`config.mk`:
```
export PLATFORM = sky130hd
export DESIGN_NAME = rv32m_muldiv
export DESIGN_NICKNAME = d
export VERILOG_FILES = /design/src/rtl/rv32m_muldiv_pkg.sv /design/src/rtl/rv32m_muldiv_negate.sv /design/src/rtl/rv32m_muldiv.sv
export SDC_FILE = /design/constraint.sdc
export NUM_CORES = 1
export LEC_CHECK = 0
export BUFFER_PORTS_ARGS = -buffer_cell sky130_fd_sc_hd__buf_2
export CAP_MARGIN = 10
export CORE_MARGIN = 4
export CORE_UTILIZATION = 39
export DETAILED_ROUTE_END_ITERATION = 12
export SYNTH_ARGS = -nofsm -noshare
export SYNTH_HDL_FRONTEND = slang
export SYNTH_HIERARCHICAL = 1
export SYNTH_SLANG_ARGS = --single-unit
```
`constraint.sdc`:
```
create_clock -name clk -period 9.8 [get_ports clk]
set_clock_uncertainty 0.2 [all_clocks]
set_input_delay 0 -clock clk [delete_from_list [all_inputs] [get_ports clk]]
set_output_delay 0 -clock clk [all_outputs]
set_load 0.02 [all_outputs]
```
`src/rtl/rv32m_muldiv_pkg.sv`:
```
// Shared definitions for the RV32M iterative multiply/divide unit:
// funct3 encodings, FSM state encoding, datapath width, iteration count
// and the fixed results returned for divide-by-zero and signed overflow.
package rv32m_muldiv_pkg;

    // Datapath width (XLEN); only 32 is supported.
    localparam int DEF_XLEN = 32;

    // funct3 encodings of the M extension.
    localparam logic [2:0] F3_MUL    = 3'd0;
    localparam logic [2:0] F3_MULH   = 3'd1;
    localparam logic [2:0] F3_MULHSU = 3'd2;
    localparam logic [2:0] F3_MULHU  = 3'd3;
    localparam logic [2:0] F3_DIV    = 3'd4;
    localparam logic [2:0] F3_DIVU   = 3'd5;
    localparam logic [2:0] F3_REM    = 3'd6;
    localparam logic [2:0] F3_REMU   = 3'd7;

    typedef enum logic [1:0] {
        ST_IDLE = 2'd0,
        ST_CALC = 2'd1,
        ST_FIX  = 2'd2,
        ST_DONE = 2'd3
    } state_t;

    // One result bit per cycle: 32 iterations, counter 0..31.
    localparam int         CNT_W    = 5;
    localparam logic [4:0] CNT_LAST = 5'd31;

    localparam logic [31:0] DIV0_QUOT = 32'hFFFF_FFFF;
    localparam logic [31:0] OVF_QUOT  = 32'h8000_0000;

    // rs1 is treated as signed for MULH, MULHSU, DIV and REM.
    function automatic logic rs1_signed(input logic [2:0] f3);
        return (f3 == F3_MULH) || (f3 == F3_MULHSU) || (f3 == F3_DIV) || (f3 == F3_REM);
    endfunction

    // rs2 is treated as signed for MULH, DIV and REM.
    function automatic logic rs2_signed(input logic [2:0] f3);
        return (f3 == F3_MULH) || (f3 == F3_DIV) || (f3 == F3_REM);
    endfunction

endpackage

```
`src/rtl/rv32m_muldiv_negate.sv`:
```
// Conditional two's-complement negate (purely combinational).
// Ports:
//   neg  - when high, dout = -din; otherwise dout = din
//   din  - W-bit input value
//   dout - W-bit result
module rv32m_muldiv_negate #(
    parameter int W = 64
) (
    input  logic         neg,
    input  logic [W-1:0] din,
    output logic [W-1:0] dout
);

    assign dout = neg ? (~din + {{(W-1){1'b0}}, 1'b1}) : din;

endmodule

```
`src/rtl/rv32m_muldiv.sv`:
```
// Iterative RV32M multiply/divide unit between register read and writeback.
// Operands are reduced to magnitudes on accept, processed one bit per cycle
// for 32 cycles (shift-add multiply or restoring divide sharing one 64-bit
// accumulator), sign-corrected in FIX and held in DONE until writeback takes
// them. Divide-by-zero and signed overflow answer in one cycle.
// Ports:
//   clk, reset              - clock, asynchronous active-high reset
//   io_req_valid/ready      - request handshake (ready only in IDLE)
//   io_req_funct3           - operation (MUL..REMU)
//   io_req_rs1_data/rs2_data- operands
//   io_req_rd_addr          - destination, returned with the result
//   io_kill                 - flush; drops in-flight or pending result
//   io_resp_valid/ready     - response handshake
//   io_resp_data/rd_addr    - result and its destination
//   io_busy                 - unit not idle
module rv32m_muldiv
    import rv32m_muldiv_pkg::*;
#(
    parameter int XLEN = DEF_XLEN
) (
    input  logic            clk,
    input  logic            reset,
    input  logic            io_req_valid,
    output logic            io_req_ready,
    input  logic [2:0]      io_req_funct3,
    input  logic [XLEN-1:0] io_req_rs1_data,
    input  logic [XLEN-1:0] io_req_rs2_data,
    input  logic [4:0]      io_req_rd_addr,
    input  logic            io_kill,
    output logic            io_resp_valid,
    input  logic            io_resp_ready,
    output logic [XLEN-1:0] io_resp_data,
    output logic [4:0]      io_resp_rd_addr,
    output logic            io_busy
);

    state_t              state, state_next;
    logic [2:0]          f3_q;
    logic [4:0]          rd_q;
    logic                sign_a_q, sign_b_q;
    logic [CNT_W-1:0]    cnt;
    // Multiply: {partial product high, remaining multiplier bits}.
    // Divide:   {partial remainder, dividend bits shifting into quotient}.
    logic [2*XLEN-1:0]   acc;
    // Multiplicand (multiply) or divisor magnitude (divide).
    logic [XLEN-1:0]     opnd;
    logic [XLEN-1:0]     resp_q;

    logic                accept;
    logic                req_is_div;
    logic                req_sign_a, req_sign_b;
    logic [XLEN-1:0]     mag_a, mag_b;
    logic                div_by_zero, div_ovf, special;
    logic [XLEN-1:0]     special_val;

    logic [XLEN:0]       mul_sum;
    logic [2*XLEN-1:0]   mul_next;
    logic [XLEN:0]       rem_sh;
    logic                rem_ge;
    logic [XLEN-1:0]     rem_sub;
    logic [2*XLEN-1:0]   div_next;

    logic                fix_neg;
    logic [2*XLEN-1:0]   fix_in, fix_out;
    logic [XLEN-1:0]     fix_data;

    assign io_req_ready    = (state == ST_IDLE);
    assign io_resp_valid   = (state == ST_DONE);
    assign io_busy         = (state != ST_IDLE);
    assign io_resp_data    = resp_q;
    assign io_resp_rd_addr = rd_q;

    // ---- Request decode / operand magnitudes ----
    assign accept     = io_req_valid & io_req_ready & ~io_kill;
    assign req_is_div = io_req_funct3[2];
    assign req_sign_a = rs1_signed(io_req_funct3) & io_req_rs1_data[XLEN-1];
    assign req_sign_b = rs2_signed(io_req_funct3) & io_req_rs2_data[XLEN-1];

    rv32m_muldiv_negate #(.W(XLEN)) u_mag_a (
        .neg  (req_sign_a),
        .din  (io_req_rs1_data),
        .dout (mag_a)
    );

    rv32m_muldiv_negate #(.W(XLEN)) u_mag_b (
        .neg  (req_sign_b),
        .din  (io_req_rs2_data),
        .dout (mag_b)
    );

    assign div_by_zero = req_is_div && (io_req_rs2_data == '0);
    assign div_ovf     = ((io_req_funct3 == F3_DIV) || (io_req_funct3 == F3_REM))
                         && (io_req_rs1_data == OVF_QUOT) && (io_req_rs2_data == '1);
    assign special     = div_by_zero | div_ovf;

    // funct3[1] separates remainder ops (REM/REMU) from quotient ops.
    always_comb begin
        special_val = '0;
        if (div_by_zero) begin
            special_val = io_req_funct3[1] ? io_req_rs1_data : DIV0_QUOT;
        end else if (div_ovf) begin
            special_val = io_req_funct3[1] ? '0 : OVF_QUOT;
        end
    end

    // ---- Iteration step ----
    // Shift-add: add multiplicand to the high half when the current
    // multiplier bit is set, then shift the whole accumulator right.
    assign mul_sum  = {1'b0, acc[2*XLEN-1:XLEN]} + (acc[0] ? {1'b0, opnd} : '0);
    assign mul_next = {mul_sum, acc[XLEN-1:1]};

    // Restoring divide: bring in the next dividend bit; subtract the divisor
    // when it fits. The difference always fits in XLEN bits when taken.
    assign rem_sh   = {acc[2*XLEN-1:XLEN], acc[XLEN-1]};
    assign rem_ge   = (rem_sh >= {1'b0, opnd});
    assign rem_sub  = rem_sh[XLEN-1:0] - opnd;
    assign div_next = rem_ge ? {rem_sub,            acc[XLEN-2:0], 1'b1}
                             : {rem_sh[XLEN-1:0],   acc[XLEN-2:0], 1'b0};

    // ---- Sign fix-up and result select ----
    always_comb begin
        fix_neg = 1'b0;
        fix_in  = acc;
        case (f3_q)
            F3_DIV, F3_DIVU: begin
                fix_in  = {{XLEN{1'b0}}, acc[XLEN-1:0]};
                fix_neg = sign_a_q ^ sign_b_q;
            end
            F3_REM, F3_REMU: begin
                fix_in  = {{XLEN{1'b0}}, acc[2*XLEN-1:XLEN]};
                fix_neg = sign_a_q;
            end
            default: begin
                fix_in  = acc;
                fix_neg = sign_a_q ^ sign_b_q;
            end
        endcase
    end

    rv32m_muldiv_negate #(.W(2*XLEN)) u_fix (
        .neg  (fix_neg),
        .din  (fix_in),
        .dout (fix_out)
    );

    always_comb begin
        fix_data = fix_out[XLEN-1:0];
        case (f3_q)
            F3_MULH, F3_MULHSU, F3_MULHU: fix_data = fix_out[2*XLEN-1:XLEN];
            default:                      fix_data = fix_out[XLEN-1:0];
        endcase
    end

    // ---- Control FSM ----
    always_ff @(posedge clk or posedge reset) begin
        if (reset) begin
            state <= ST_IDLE;
        end else begin
            state <= state_next;
        end
    end

    always_comb begin
        state_next = state;
        case (state)
            ST_IDLE: if (accept)             state_next = special ? ST_DONE : ST_CALC;
            ST_CALC: if (cnt == CNT_LAST)    state_next = ST_FIX;
            ST_FIX:                          state_next = ST_DONE;
            ST_DONE: if (io_resp_ready)      state_next = ST_IDLE;
            default:                         state_next = ST_IDLE;
        endcase
        // Flush overrides accept and the response handshake.
        if (io_kill) state_next = ST_IDLE;
    end

    // ---- Datapath registers ----
    always_ff @(posedge clk or posedge reset) begin
        if (reset) begin
            f3_q     <= '0;
            rd_q     <= '0;
            sign_a_q <= 1'b0;
            sign_b_q <= 1'b0;
            cnt      <= '0;
            acc      <= '0;
            opnd     <= '0;
            resp_q   <= '0;
        end else if (accept) begin
            f3_q     <= io_req_funct3;
            rd_q     <= io_req_rd_addr;
            sign_a_q <= req_sign_a;
            sign_b_q <= req_sign_b;
            cnt      <= '0;
            acc      <= {{XLEN{1'b0}}, (req_is_div ? mag_a : mag_b)};
            opnd     <= req_is_div ? mag_b : mag_a;
            if (special) resp_q <= special_val;
        end else if (state == ST_CALC) begin
            acc <= f3_q[2] ? div_next : mul_next;
            cnt <= cnt + 1'b1;
        end else if (state == ST_FIX) begin
            resp_q <= fix_data;
        end
    end

endmodule

```
Word-level counts from Yosys, hierarchy flattened
Index checks and enable logic that the tools add are counted.
- $add $sub $neg: 6
- $lt $le $gt $ge: 1
- equal/unequal tests: 22
- multiplexer cells: 29
- bitwise gates (word level): 10
- reduce and logical (&&, ||, !) cells: 19
- operator list (kind ; count):
    $mux 32 ; 14
    $mux 64 ; 5
    $pmux 64 s2 ; 1
    $add 32x1->32 const B ; 2
    $add 64x1->64 const B ; 1
    $eq 32x32->1 const B ; 2
    $not 32->32 ; 2
    $not 64->64 ; 1
    $add 32x32->33 ; 1
    $ge 33x32->1 ; 1
    $logic_not 32->1 ; 1
    $sub 32x32->32 ; 1
    $eq 3x3->1 const B ; 6
    $mux 2 ; 5
    $mux 5 ; 2
    $eq 3x2->1 const B ; 3
    $pmux 2 s4 ; 1
    $eq 3x1->1 const B ; 2
    $logic_or 1x1->1 ; 6
    $reduce_and 3->1 ; 2
    $reduce_bool 2->1 ; 3
    $add 5x1->5 const B ; 1
    $eq 5x5->1 const B ; 1
    $and 1x1->1 ; 4
    15 further kinds ; 19
- register bits after elaboration: 145
- output and inout port bits: 40
- logic and storage cells: 96

Longest topological paths before layout
- depth after elaboration: 10
- depth in mapped cells: 16

By module
The synthesis kept the hierarchy.
- modules (own cells, without submodules) (module ; times used ; cells an instance ; area each (um^2) ; sequential area each (um^2)):
    rv32m_muldiv ; 1 ; 1572 ; 12560.8 ; 3628.5
    rv32m_muldiv_negate (u_fix) ; 1 ; 206 ; 1649.1 ; 0.0
    rv32m_muldiv_negate (u_mag_a ...) ; 2 ; 99 ; 777.0 ; 0.0

Worst setup path before layout
Ideal clock, no wire load.
- path kind: register -> register
- start point: register f3_q[2]
- end point: register resp_q[28] (netlist: io_resp_data[28])
- library setup time: 0.077 ns
- data arrival time: 3.822 ns
- setup slack: 5.701 ns
- cell stages (with the launch flop): 15
- period minus slack after synthesis: 4.099 ns
- cell sequence: dfrtp_1 clkbuf_1 clkbuf_1 clkbuf_1 clkbuf_1 nor2_1 or4_4 or3_4 or3_4 o41ai_4 xnor2_1 nand2_1 a21oi_1 a21oi_1 a21oi_1
- word-level cells in the longest chain between the ends: 10
- RTL lines (element ; line ; text):
    from (decl) ; rv32m_muldiv.sv:38 ; logic [2:0] f3_q;
    from (signal assigned) ; rv32m_muldiv.sv:188 ; f3_q <= io_req_funct3;
    $eq 3x3->1 ; rv32m_muldiv.sv:124 ; case (f3_q)
    $reduce_or 2->1 ; rv32m_muldiv.sv:124 ;
    $pmux 64 s2 * ; rv32m_muldiv.sv:124 ;
    named net fix_in[33] ; rv32m_muldiv.sv:64 ; logic [2*XLEN-1:0] fix_in, fix_out;
    $not 64->64 * ; rv32m_muldiv_negate.sv:14 ; assign dout = neg ? (~din + {{(W-1){1'b0}}, 1'b1}) : din;
    $add 64x1->64 * ; rv32m_muldiv_negate.sv:14 ;
    $mux 64 * ; rv32m_muldiv_negate.sv:14 ;
    named net fix_out[60] ; rv32m_muldiv.sv:64 ;
    $mux 32 * ; rv32m_muldiv.sv:148 ; case (f3_q)
    $mux 32 * ; rv32m_muldiv.sv:199 ; end else if (state == ST_FIX) begin
    $mux 32 * ; rv32m_muldiv.sv:196 ; end else if (state == ST_CALC) begin
    $mux 32 * ; rv32m_muldiv.sv:187 ; end else if (accept) begin
    to (signal assigned) ; rv32m_muldiv.sv:195 ; if (special) resp_q <= special_val;
    to (signal assigned) ; rv32m_muldiv.sv:200 ; resp_q <= fix_data;
    to (decl) ; rv32m_muldiv.sv:47 ; logic [XLEN-1:0] resp_q;
The timed path passes the listed nets; every way through them passes the cells marked *. The select of a mux whose other input is x is not followed.
A chain may end at the register's enable or synchronous reset.

Worst setup path in the final report
- start point: register f3_q[2]
- end point: register resp_q[3] (netlist: io_resp_data[3])
Same word-level chain as after synthesis.

==> results.txt <==
- Outcome: complete, no violations
- The number of hold buffers added after CTS was 79.
- The layout has 3,941 filler cells.
- Min-delay worst type: in -> reg
- Post-Synthesis Cells: 1,976
- Summing all flip-flop and latch instances after layout gives 3630 um^2.
* Core ar.: between 30,000 and 40,000 um^2
* Largest fanout of any net on the critical path: 47
- Share of cells above drive strength 1: 13.3%
- Most common cell in the netlist: nand2_1
- At the pin with the least slew margin, the transition time is ~1.1 ns.
- Unique masters post-synth: 98
* Critical path startpoint category: flip-flop
- The worst setup path is of the reg -> reg kind.
* Clock root cell: clkbuf_16
* GP Congestion: approximately 0.94
- For this design the static power due to leakage is 7.33 nW.
- Number of placement rows: 73
* Drt initial violations: ~1,600
- The HPWL after detailed placement is ~44,000 um.
- Net switching is 53.3% of the power.
- Synthesis produced a netlist with a net count of about 2,100.
- In this run the biggest area consumer among cell types represents 23.0% of the synthesized area.
- For hold timing, the worst endpoint is acc[28].
* Worst setup EP type: flip-flop
- The number of antenna violations at the first check in global routing was 1.
- Cells fill 45.4% of the core in the end.
- Clock power share: 10.1%
- The final critical path takes up 46.0% of the cycle.
- In this design, the largest share of critical-path delay is due to simple AND/OR/NAND/NOR gates.
- Reg clk slew, reported paths: about 0.07 ns
- The worst hold path was traced through 4 stages.
* Post_cts resized: 0
* Setup bufs post-CTS: 0
* Number of nets in the finished design: around 2,200
* Detailed-route wire length: 59,000 um
- Ys async rst share: between 90% and 100%
- Power share of the combinational group: 70.9%
- Hold Crit Start: io_req_rs2_data[28]
- The startpoint identified for the worst register-to-register timing path is f3_q[2].
- Number of flops mapped to enable cells by yosys: 0
* Reg power frac: 19.0%
* Drt pass-1 iters: 7
* Overall via count from detail_route: 15,602
- Counting both buffers and inverters, the worst setup path holds a total of 1.
- In this run the critical register-to-register path is captured at io_resp_data[3].
- Number of routed nets with antenna violations: 0
- Tracing the worst setup path back leads to its startpoint at f3_q[2].
- In the routed layout, each cell is associated on average with a via count of 5.94.
- Buffer levels on the longest clock path: 2
- For this run, the leading register cell type out of synthesis is dfrtp_1.
- In this run the count of I/O pins placed on the die edge is approximately 120.
* Max cap viols: 0
- Remaining DRCs: 0
* Clock Sink Count: 145
- On the worst path, the slowest cell contributes a delay of 0.71 ns.
- Routed wire per std cell: approximately 22 um
- 0 antenna diodes ended up in the layout.
- Worst slew margin relative to its limit: between 20% and 30%
- In this run, synthesis produced a sequential element count of 145.
- For this run, the register share of the synthesized area comes to 23.0%.
* Number of global-route vias before repair: 14,891
- Of all cell types, the one taking the most synthesized area is dfrtp_1.
- Required time at the worst-slack endpoint: about 10 ns
* Switching Power: ~3.7 mW
- F_max: 222 MHz
* Total internal power: roughly 3.3 mW
- Global routing consumed, over all layers together, between 20% and 30% of the routing resources.
- In this run the tool buffered the top-level ports with between 100 and 150 buffer cells.
- During synthesis, Yosys emitted a total of 6 warnings.
- The die is approximately 210 um tall.
- Setup repair after global routing missed its margin: false
* DIE AREA: 43,700 um^2
* Clock tree from TritonCTS: done
- Crit path cell chain: nand2_1 -> buf_4 -> mux2_2 -> or4_4 -> nor3_2 -> nand3_2 -> o41ai_1 -> xnor2_1 -> nand2_1 -> a21oi_1 -> a21oi_1 -> a21oi_1
- Aggregate global routing overflow: 0
- Combined area of the multi-input logic cells: 11,500 um^2
- Counting cells, the worst reg-to-reg path comes to 12.
* Mapped cell area: 15,800 um^2
* Top cells by area, synth: dfrtp_1 (23%), xnor2_1 (8.4%), mux2i_1 (6.8%)
- Mean cell area of the mapped netlist: 7.98 um^2
- Worst reg2reg setup slack: 5.29 ns
- The count of pins over their slew limit came to 0.
- Ranked by instance count, the synthesized netlist is headed by nand2_1 (257), a21oi_1 (178), o21ai_0 (153).
- IR analysis of the VDD net gives a maximum drop of 186 uV.
* Initial cell density of the core: 39.6%
- TritonCTS created 17 clock buffers.
- Cell mode on critical path: a21oi_1
- The H-tree was split into 4 levels.
- Number of endpoints with negative hold slack in the final report: 0
* Wire length of the first global-routing pass: 90,500 um
* Clk Latency, worst-skew pair: 0.45 ns
- Setup violations remaining at the end of the flow were counted as 0.
- For this design, the slowest cell found on the critical path is dfrtp_4.
- STA puts the critical path data arrival time at 4.69 ns.
- Power Dens Cells: between 300 and 400 nW/um^2
- For the finished layout, the period the worst path requires is 4.51 ns.
* Layout overhead on the synthesized area: 14.6%
* Chip Width: 209 um
* Sum Neg Setup Slack: 0 ns
- Entering global routing, the biggest net connects 99 pins.
[power by group through the flow]
stage | registers, mW | logic [mW] | clock network (mW)
6_report | 1.34 | 4.98 | 0.708
5_1_grt | 1.37 | 5.46 | 0.745
4_1_cts | 1.33 | 4.91 | 0.720
3_5_place_dp | 1.33 | 4.85 | 0
3_3_place_gp | 1.33 | 4.81 | 0
2_1_floorplan | 1.19 | 3.69 | 0
[cell families after synthesis]
family / share of synthesized area [%]
AND/OR/NAND/NOR: 23.0
AO/OA/AOI/OAI: 23.7
XOR/XNOR: 10.0
buffers and inverters: 4.55
multiplexers: 9.68
flip-flops: 23.0
adder cells (fa/ha/maj): 6.13
[worst max-delay path by stage]
| stage | endpoint | slack (ns) | cells past startpoint |
|---|---|---|---|
| after global placement | io_resp_data[3] | 5.41 | 12 |
| after floorplan | io_resp_data[28] | 5.70 | 14 |
| after CTS | io_resp_data[9] | 5.38 | 12 |
| final | io_resp_data[3] | 5.29 | 12 |
| after detailed placement | io_resp_data[3] | 5.39 | 12 |
| after global routing | io_resp_data[11] | 5.08 | 12 |
[routing by layer]
metal	global-route usage, %	routed length, um	up-vias
met1	36.5	26400	7524
met5	0	0	-
met2	41.6	26600	592
li1	-	-	7388
met4	9.38	2150	0
met3	3.77	3860	98
[registers in the layout, summed over array words and instances (netlist names)]
signal / cells
f3_q: 3
opnd: 32
io_resp_data: 32
sign_a_q: 1
acc: 64
io_resp_rd_addr: 5
sign_b_q: 1
state: 2
cnt: 5
[worst reg2reg max path, cell delays in order (launching register included)]
cell and delay [ns]:
dfrtp_4 0.71, nand2_1 0.18, buf_4 0.39, mux2_2 0.43, or4_4 0.60, nor3_2 0.44
nand3_2 0.31, o41ai_1 0.45, xnor2_1 0.16, nand2_1 0.07, a21oi_1 0.26, a21oi_1 0.08
a21oi_1 0.15
[layout make-up]
type	instances	share of cell area [%]
clock buffers	21	2.55
clock inverters	11	0.852
inverters	59	1.25
multi-input cells	1655	63.4
flip-flops and latches	145	20.1
well taps	525	3.64
repair buffers	209	8.19
[through the flow]
step	setup slack, ns	area, um^2	power [mW]	std cells	hold slack, ns
global route	5.08	18100	7.58	2625	0.0503
global placement	5.41	16700	6.15	2514	-0.0117
floorplan	5.70	15800	4.88	1976	-0.134
CTS	5.38	18100	6.96	2625	0.00683
finish	5.29	18100	7.03	2625	0.0445
detailed placement	5.39	16700	6.19	2514	-0.000709
[cell usage in the layout (no fill, tap or decap), types with 16 or more instances in the layout]
| cell type | count |
|---|---|
| nand2_1 | 257 |
| a21oi_1 | 178 |
| o21ai_0 | 153 |
| xnor2_1 | 151 |
| dfrtp_1 | 144 |
| buf_2 | 115 |
| mux2i_1 | 107 |
| nor2_1 | 100 |
| dlygate4sd3_1 | 79 |
| ha_1 | 73 |
| inv_1 | 57 |
| o211ai_1 | 49 |
| nand2b_1 | 45 |
| o31ai_1 | 42 |
| nor2b_1 | 41 |
| mux2_2 | 39 |
| and2_1 | 36 |
| xor2_1 | 28 |
| nand4_1 | 27 |
| nand3_1 | 27 |
| nor3_1 | 25 |
| nor4_1 | 20 |
| a21o_1 | 19 |
| o41ai_1 | 19 |
| clkbuf_16 | 17 |
| or3_1 | 16 |
(Power assumes the default switching activity.)
